==> config.mk <==
export PLATFORM = sky130hd
export DESIGN_NAME = wb_rst_seq
export DESIGN_NICKNAME = d
export VERILOG_FILES = /design/src/rtl/wb_rst_seq_pkg.sv /design/src/rtl/wb_rst_sync.sv /design/src/rtl/wb_rst_seq.sv
export SDC_FILE = /design/constraint.sdc
export NUM_CORES = 1
export LEC_CHECK = 0
export CAP_MARGIN = 20
export CORE_MARGIN = 2
export CORE_UTILIZATION = 30
export CTS_CLUSTER_SIZE = 8
export DETAILED_ROUTE_END_ITERATION = 16
export PLACE_DENSITY = 0.59
export SLEW_MARGIN = 5
export SYNTH_ARGS = -nofsm -noshare
export SYNTH_HDL_FRONTEND = slang
export SYNTH_SLANG_ARGS = --single-unit
==> constraint.sdc <==
create_clock -name clk_i -period 1.7 [get_ports clk_i]
set_input_delay 0.17 -clock clk_i [delete_from_list [all_inputs] [get_ports clk_i]]
set_output_delay 0.17 -clock clk_i [all_outputs]
set_load 0.02 [all_outputs]
==> src/rtl/wb_rst_seq_pkg.sv <==
// Shared types and constants for the reset sequencer.
//   state_e     : sequencer FSM states
//   CAUSE_*     : encodings reported on rst_cause_o
//   cnt_width() : width of the shared sequencing counter
package wb_rst_seq_pkg;

    typedef enum logic [1:0] {
        StReset   = 2'd0,
        StStretch = 2'd1,
        StRelease = 2'd2,
        StRun     = 2'd3
    } state_e;

    localparam logic [1:0] CAUSE_ASYNC = 2'b01;
    localparam logic [1:0] CAUSE_SW    = 2'b10;

    // Bits needed to hold the largest of the three values without wrapping.
    function automatic int unsigned cnt_width(input int unsigned a,
                                              input int unsigned b,
                                              input int unsigned c);
        int unsigned m;
        m = a;
        if (b > m) m = b;
        if (c > m) m = c;
        return (m < 1) ? 1 : $clog2(m + 1);
    endfunction

endpackage

==> src/rtl/wb_rst_sync.sv <==
// Reset synchroniser: asynchronous assertion, synchronous deassertion.
//   clk_i       : clock
//   async_rst_i : asynchronous active-high reset in
//   sync_rst_o  : reset out, falls SYNC_STAGES edges after async_rst_i drops
module wb_rst_sync #(
    parameter int unsigned SYNC_STAGES = 2
) (
    input  logic clk_i,
    input  logic async_rst_i,
    output logic sync_rst_o
);

    logic [SYNC_STAGES-1:0] stage_q;

    always_ff @(posedge clk_i or posedge async_rst_i) begin
        if (async_rst_i) begin
            stage_q <= '1;
        end else begin
            stage_q <= {stage_q[SYNC_STAGES-2:0], 1'b0};
        end
    end

    assign sync_rst_o = stage_q[SYNC_STAGES-1];

endmodule

==> src/rtl/wb_rst_seq.sv <==
// Reset sequencer: synchronises an external reset, stretches it, then
// releases N_CH channel resets in ascending order STEP cycles apart.
// Supports a global software reset and per-channel local resets in RUN.
//   clk_i        : clock
//   async_rst_i  : asynchronous active-high reset
//   sw_rst_req_i : software reset request (all channels)
//   ch_rst_req_i : per-channel local reset request (honoured in RUN only)
//   sync_rst_o   : per-channel active-high synchronous reset
//   rst_done_o   : high while the global release sequence is complete
//   rst_cause_o  : cause of last global reset (CAUSE_ASYNC / CAUSE_SW)
module wb_rst_seq
    import wb_rst_seq_pkg::*;
#(
    parameter int unsigned N_CH        = 2,
    parameter int unsigned SYNC_STAGES = 2,
    parameter int unsigned STRETCH     = 4,
    parameter int unsigned STEP        = 2
) (
    input  logic            clk_i,
    input  logic            async_rst_i,
    input  logic            sw_rst_req_i,
    input  logic [N_CH-1:0] ch_rst_req_i,
    output logic [N_CH-1:0] sync_rst_o,
    output logic            rst_done_o,
    output logic [1:0]      rst_cause_o
);

    localparam int unsigned CNT_W    = cnt_width(SYNC_STAGES, STRETCH, (N_CH - 1) * STEP + 1);
    localparam int unsigned LOC_W    = $clog2(STRETCH + 1);
    // Counter value in RELEASE on the edge that frees the last channel.
    localparam int unsigned REL_LAST = (N_CH > 1) ? (N_CH - 1) * STEP - 1 : 0;

    state_e             state_q, state_d;
    logic [CNT_W-1:0]   cnt_q, cnt_d;
    logic [CNT_W-1:0]   stretch_cur;
    logic [1:0]         cause_q, cause_d;
    logic               rst_sync;
    logic               stretch_adv;
    logic               sw_take;

    wb_rst_sync #(
        .SYNC_STAGES (SYNC_STAGES)
    ) u_sync (
        .clk_i       (clk_i),
        .async_rst_i (async_rst_i),
        .sync_rst_o  (rst_sync)
    );

    always_ff @(posedge clk_i or posedge async_rst_i) begin
        if (async_rst_i) begin
            state_q <= StReset;
            cnt_q   <= '0;
            cause_q <= CAUSE_ASYNC;
        end else begin
            state_q <= state_d;
            cnt_q   <= cnt_d;
            cause_q <= cause_d;
        end
    end

    always_comb begin
        state_d     = state_q;
        cnt_d       = cnt_q;
        cause_d     = cause_q;
        stretch_adv = 1'b0;
        sw_take     = 1'b0;
        // RESET leaves on the edge after the synchroniser falls, i.e. one
        // stretch cycle has already elapsed, so it advances from count 0.
        stretch_cur = (state_q == StStretch) ? cnt_q : '0;

        unique case (state_q)
            StReset: begin
                stretch_adv = ~rst_sync;
            end
            StStretch: begin
                if (sw_rst_req_i) sw_take = 1'b1;
                else              stretch_adv = 1'b1;
            end
            StRelease: begin
                if (sw_rst_req_i) begin
                    sw_take = 1'b1;
                end else if (cnt_q == CNT_W'(REL_LAST)) begin
                    state_d = StRun;
                    cnt_d   = '0;
                end else begin
                    cnt_d = cnt_q + CNT_W'(1);
                end
            end
            StRun: begin
                sw_take = sw_rst_req_i;
            end
            default: begin
                state_d = StReset;
            end
        endcase

        if (stretch_adv) begin
            if (stretch_cur == CNT_W'(STRETCH - 1)) begin
                state_d = (N_CH > 1) ? StRelease : StRun;
                cnt_d   = '0;
            end else begin
                state_d = StStretch;
                cnt_d   = stretch_cur + CNT_W'(1);
            end
        end

        if (sw_take) begin
            state_d = StStretch;
            cnt_d   = '0;
            cause_d = CAUSE_SW;
        end
    end

    for (genvar i = 0; i < N_CH; i++) begin : g_ch
        localparam int unsigned REL_AT = i * STEP;

        logic [LOC_W-1:0] loc_q;
        logic             released;
        logic             glob_rst;

        // Local reset countdown; a software reset in RUN wins and drops it.
        always_ff @(posedge clk_i or posedge async_rst_i) begin
            if (async_rst_i) begin
                loc_q <= '0;
            end else if (state_q == StRun && sw_rst_req_i) begin
                loc_q <= '0;
            end else if (state_q == StRun && ch_rst_req_i[i]) begin
                loc_q <= LOC_W'(STRETCH);
            end else if (loc_q != '0) begin
                loc_q <= loc_q - LOC_W'(1);
            end
        end

        if (i == 0) begin : g_first
            assign released = 1'b1;
        end else begin : g_rest
            assign released = (cnt_q >= CNT_W'(REL_AT));
        end

        always_comb begin
            glob_rst = 1'b1;
            case (state_q)
                StRelease: glob_rst = ~released;
                StRun:     glob_rst = 1'b0;
                default:   glob_rst = 1'b1;
            endcase
        end

        // async_rst_i is ORed in so the output rises without waiting on any flop.
        assign sync_rst_o[i] = async_rst_i | glob_rst | (loc_q != '0);
    end

    assign rst_done_o  = (state_q == StRun) & ~async_rst_i;
    assign rst_cause_o = cause_q;

endmodule

==> results of run 1 <==
per-stage QoR:
step	hold slack [ns]	setup TNS, ns	cells	power, mW
finish	0.3606	-0.07203	156	1.834
global placement	0.3458	-0.2448	149	1.440
floorplan	0.06933	0	97	1.145
CTS	0.3600	-0.08744	154	1.798
detailed placement	0.3469	-0.3123	149	1.477
global route	0.3695	-0.1347	156	1.989
flip-flops by register name, indices dropped and copies added (netlist names):
signal / flops
state_q: 2
g_ch.loc_q: 6
cnt_q: 3
u_sync.stage_q: 2
rst_cause_o: 2
Yosys cell counts, types with 2 or more instances:
library cell,number
nor2_1,15
mux2_2,2
xnor2_1,3
nand2_1,3
dfrtp_1,12
a31oi_1,4
a211oi_1,2
nand2b_1,3
dfstp_2,3
buf_6,2
and3b_1,2
inv_1,8
ha_1,5
nor3_1,3
buf_2,2
a22o_1,2
o21ai_0,4
nor3b_1,2
a21oi_1,4
worst max-delay path: stages (launching register included):
cell and delay, ns:
dfrtp_1 0.39, inv_2 0.08, ha_4 0.15, nand2b_4 0.05, or4b_4 0.51, buf_6 0.15
area by class of cell:
cell class	count	area (sq um)	area share, %
well taps	31	38.79	3.189
multi-input cells	68	493.0	40.53
flip-flops and latches	15	379.1	31.17
repair buffers	30	249.0	20.47
clock buffers	4	26.28	2.160
inverters	8	30.03	2.469
repair_timing:
item	in CTS	in global routing
setup buffers	1	2
pin swaps	2	0
cloned	0	0
gates resized for setup	20	3
hold buffers	0	0
setup endpoints to repair	3	2
cells by family after synthesis:
kind of cell,Yosys count,synth area share (%)
DFF,15,41.62
xor gates and xnor gates,3,2.885
buffers and inverters,14,8.242
and+or+nand+nor,36,22.25
muxes,2,2.472
adders and majority gates,5,6.868
AOI/OAI and AO/OA,21,15.25
other,1,0.4117
where the power goes:
group          internal (mW)  total, mW  switching [mW]
clock                 0.0909      0.201           0.110
combinational          0.620       1.09           0.471
sequential             0.475      0.542          0.0667
total                   1.19       1.83           0.647
worst paths after layout:
path / startpoint / end / slack, ns / depth (start not counted)
setup / recovery: g_ch[1].loc_q[1] / sync_rst_o[1] / -0.07 / 5
hold / removal: u_sync.stage_q[0] / u_sync.stage_q[1] / 0.36 / 0
setup reg to reg: state_q[0] / cnt_q[2] / 0.14 / 7
hold reg to reg: u_sync.stage_q[0] / u_sync.stage_q[1] / 0.36 / 0
max in group asynchronous: async_rst_i / u_sync.stage_q[0] / 0.90 / 3
min in group asynchronous: async_rst_i / cnt_q[1] / 0.42 / 3
metal layers:
| metal | vias up | part of all wire, % | global-route usage [%] |
|---|---|---|---|
| met3 | 0 | 3.7 | 2.838 |
| met1 | 364 | 46 | 15.03 |
| li1 | 388 | - | - |
| met5 | - | 0 | 0 |
| met2 | 21 | 50 | 22.70 |
| met4 | 0 | 0 | 2.922 |
==> impl_metrics.csv, run 1 <==
group,metric,value,unit
sta,min_period_over_period,104.2,%
sta,setup_ws,-0.07203,ns
synth,synth_cells,97,
power_and_ir_drop,power_density,1508,nW/um^2
routing,vias,773,
routing,ant_nets,0,
placement,dpl.hpwl,1.380,mm
routing,drc,0,
clock_network,numCtsBuffers,3,
synth,synth-main-ff-cell,"dfrtp_1",
sta,tightestPinTransition,0.5641,ns
finish,fin_util,42.99,%
run_status,violations,"setup timing",
finish,final_common_cell,"buf_4",
worst_hold_path,hp-class,"reg2reg",
synth,synth_edf_count,0,
global_route,grt_pass1_vias,811,
flow_run,drv_cap,0,
sta,max_freq,564.3,MHz
floorplanning,dieWidth,59.10,microns
synth,synthArstFlopShare,100.0,%
sta,max-slew-margin-rel,62.35,%
finish,drive_gt1_share,32.80,%
power_and_ir_drop,vdd_drop_max,0.4447,mV
clock_network,htreeDepth,1,
sta,finalMaxSlewViolations,0,
synth,avgSynthCellArea,9.390,sq um
synth,synth_area_leaders,"dfrtp_1, dfstp_2, ha_1",
floorplanning,core,2829,sq um
finish,nFillCells,276,
run_status,status,"finished with violations",
global_route,grt.overflow.total,0,
routing,drt_iter0_markers,16,
clock_network,insertion_delay,0.28,ns
clock_network,cts_sinks,15,
global_route,grt_max_degree,18,
finish,nets,136,
routing,wire_per_inst,11.99,microns
clock_network,root_buffer,"clkbuf_4",
global_route,grt_pass1_wl,3.367,mm
placement,port_buffers,9,
power_and_ir_drop,p_leak,0.5563,nW
clock_network,cts.clk_slew.worst_paths,0.09,ns
synth,ys_warn_count,0,
worst_setup_path,critical_path.max_fanout,2,
placement,place.gp.congestion,0.7084,
worst_setup_path,cp-start-kind,"flip-flop",
floorplanning,rows,19,
synth,ys_types,35,
worst_setup_path,cp.required,1.53,ns
sta,setup_viol,1,
finish,final_cell_mix,"buf_4, nor2_1, dfrtp_1, clkdlybuf4s50_1",
floorplanning,die_h,59.10,microns
placement,place_ws,-0.2404,ns
worst_setup_path,critPathArrivalTime,1.60,ns
clock_network,cts_tree,"yes",
worst_setup_path,critical_path_class,"reg2out",
finish,antenna_cells,0,
synth,netlist_area,910.9,sq um
routing,totalWireLength,1.870,mm
global_route,grt_usage,12.55,%
routing,vias_per_cell,4.955,
synth,yosysTopAreaCellShare,32.97,%
synth,ys_seq_elements,15,
floorplanning,initial_core_util,32.20,%
synth,ys_seq_area_share,41.62,%
finish,syn_to_final_growth,33.52,%
clock_network,clockBufferDepth,2,
routing,drtPass1Iterations,4,
sta,min_period,1.772,ns
sta,skew,0.002459,ns
worst_setup_path,critPathCaptureType,"primary output",
placement,placedInstanceArea,1130,sq um
sta,hold_viol_final,0,
floorplanning,ioPinCount,10,
synth,syn_nets,107,
finish,final_area,1216,sq um
floorplanning,die_area,3493,sq um
synth,synth_top_area_cell,"dfrtp_1",
global_route,antenna_found_initial,0,
sta,rsz0062_at_grt,"yes",
Note: power is estimated with default switching activity, not from simulation.
==> run 2: changes to the inputs <==
--- a/config.mk
+++ b/config.mk
@@ -5,9 +5,11 @@
 export SDC_FILE = /design/constraint.sdc
 export NUM_CORES = 1
 export LEC_CHECK = 0
+export ABC_AREA = 0
 export CAP_MARGIN = 20
 export CORE_MARGIN = 2
 export CORE_UTILIZATION = 30
+export CTS_CLUSTER_DIAMETER = 40
 export CTS_CLUSTER_SIZE = 8
 export DETAILED_ROUTE_END_ITERATION = 16
 export PLACE_DENSITY = 0.59
==> results of run 2 <==
Final layout, timing and power as in run 1 (identical DEF).
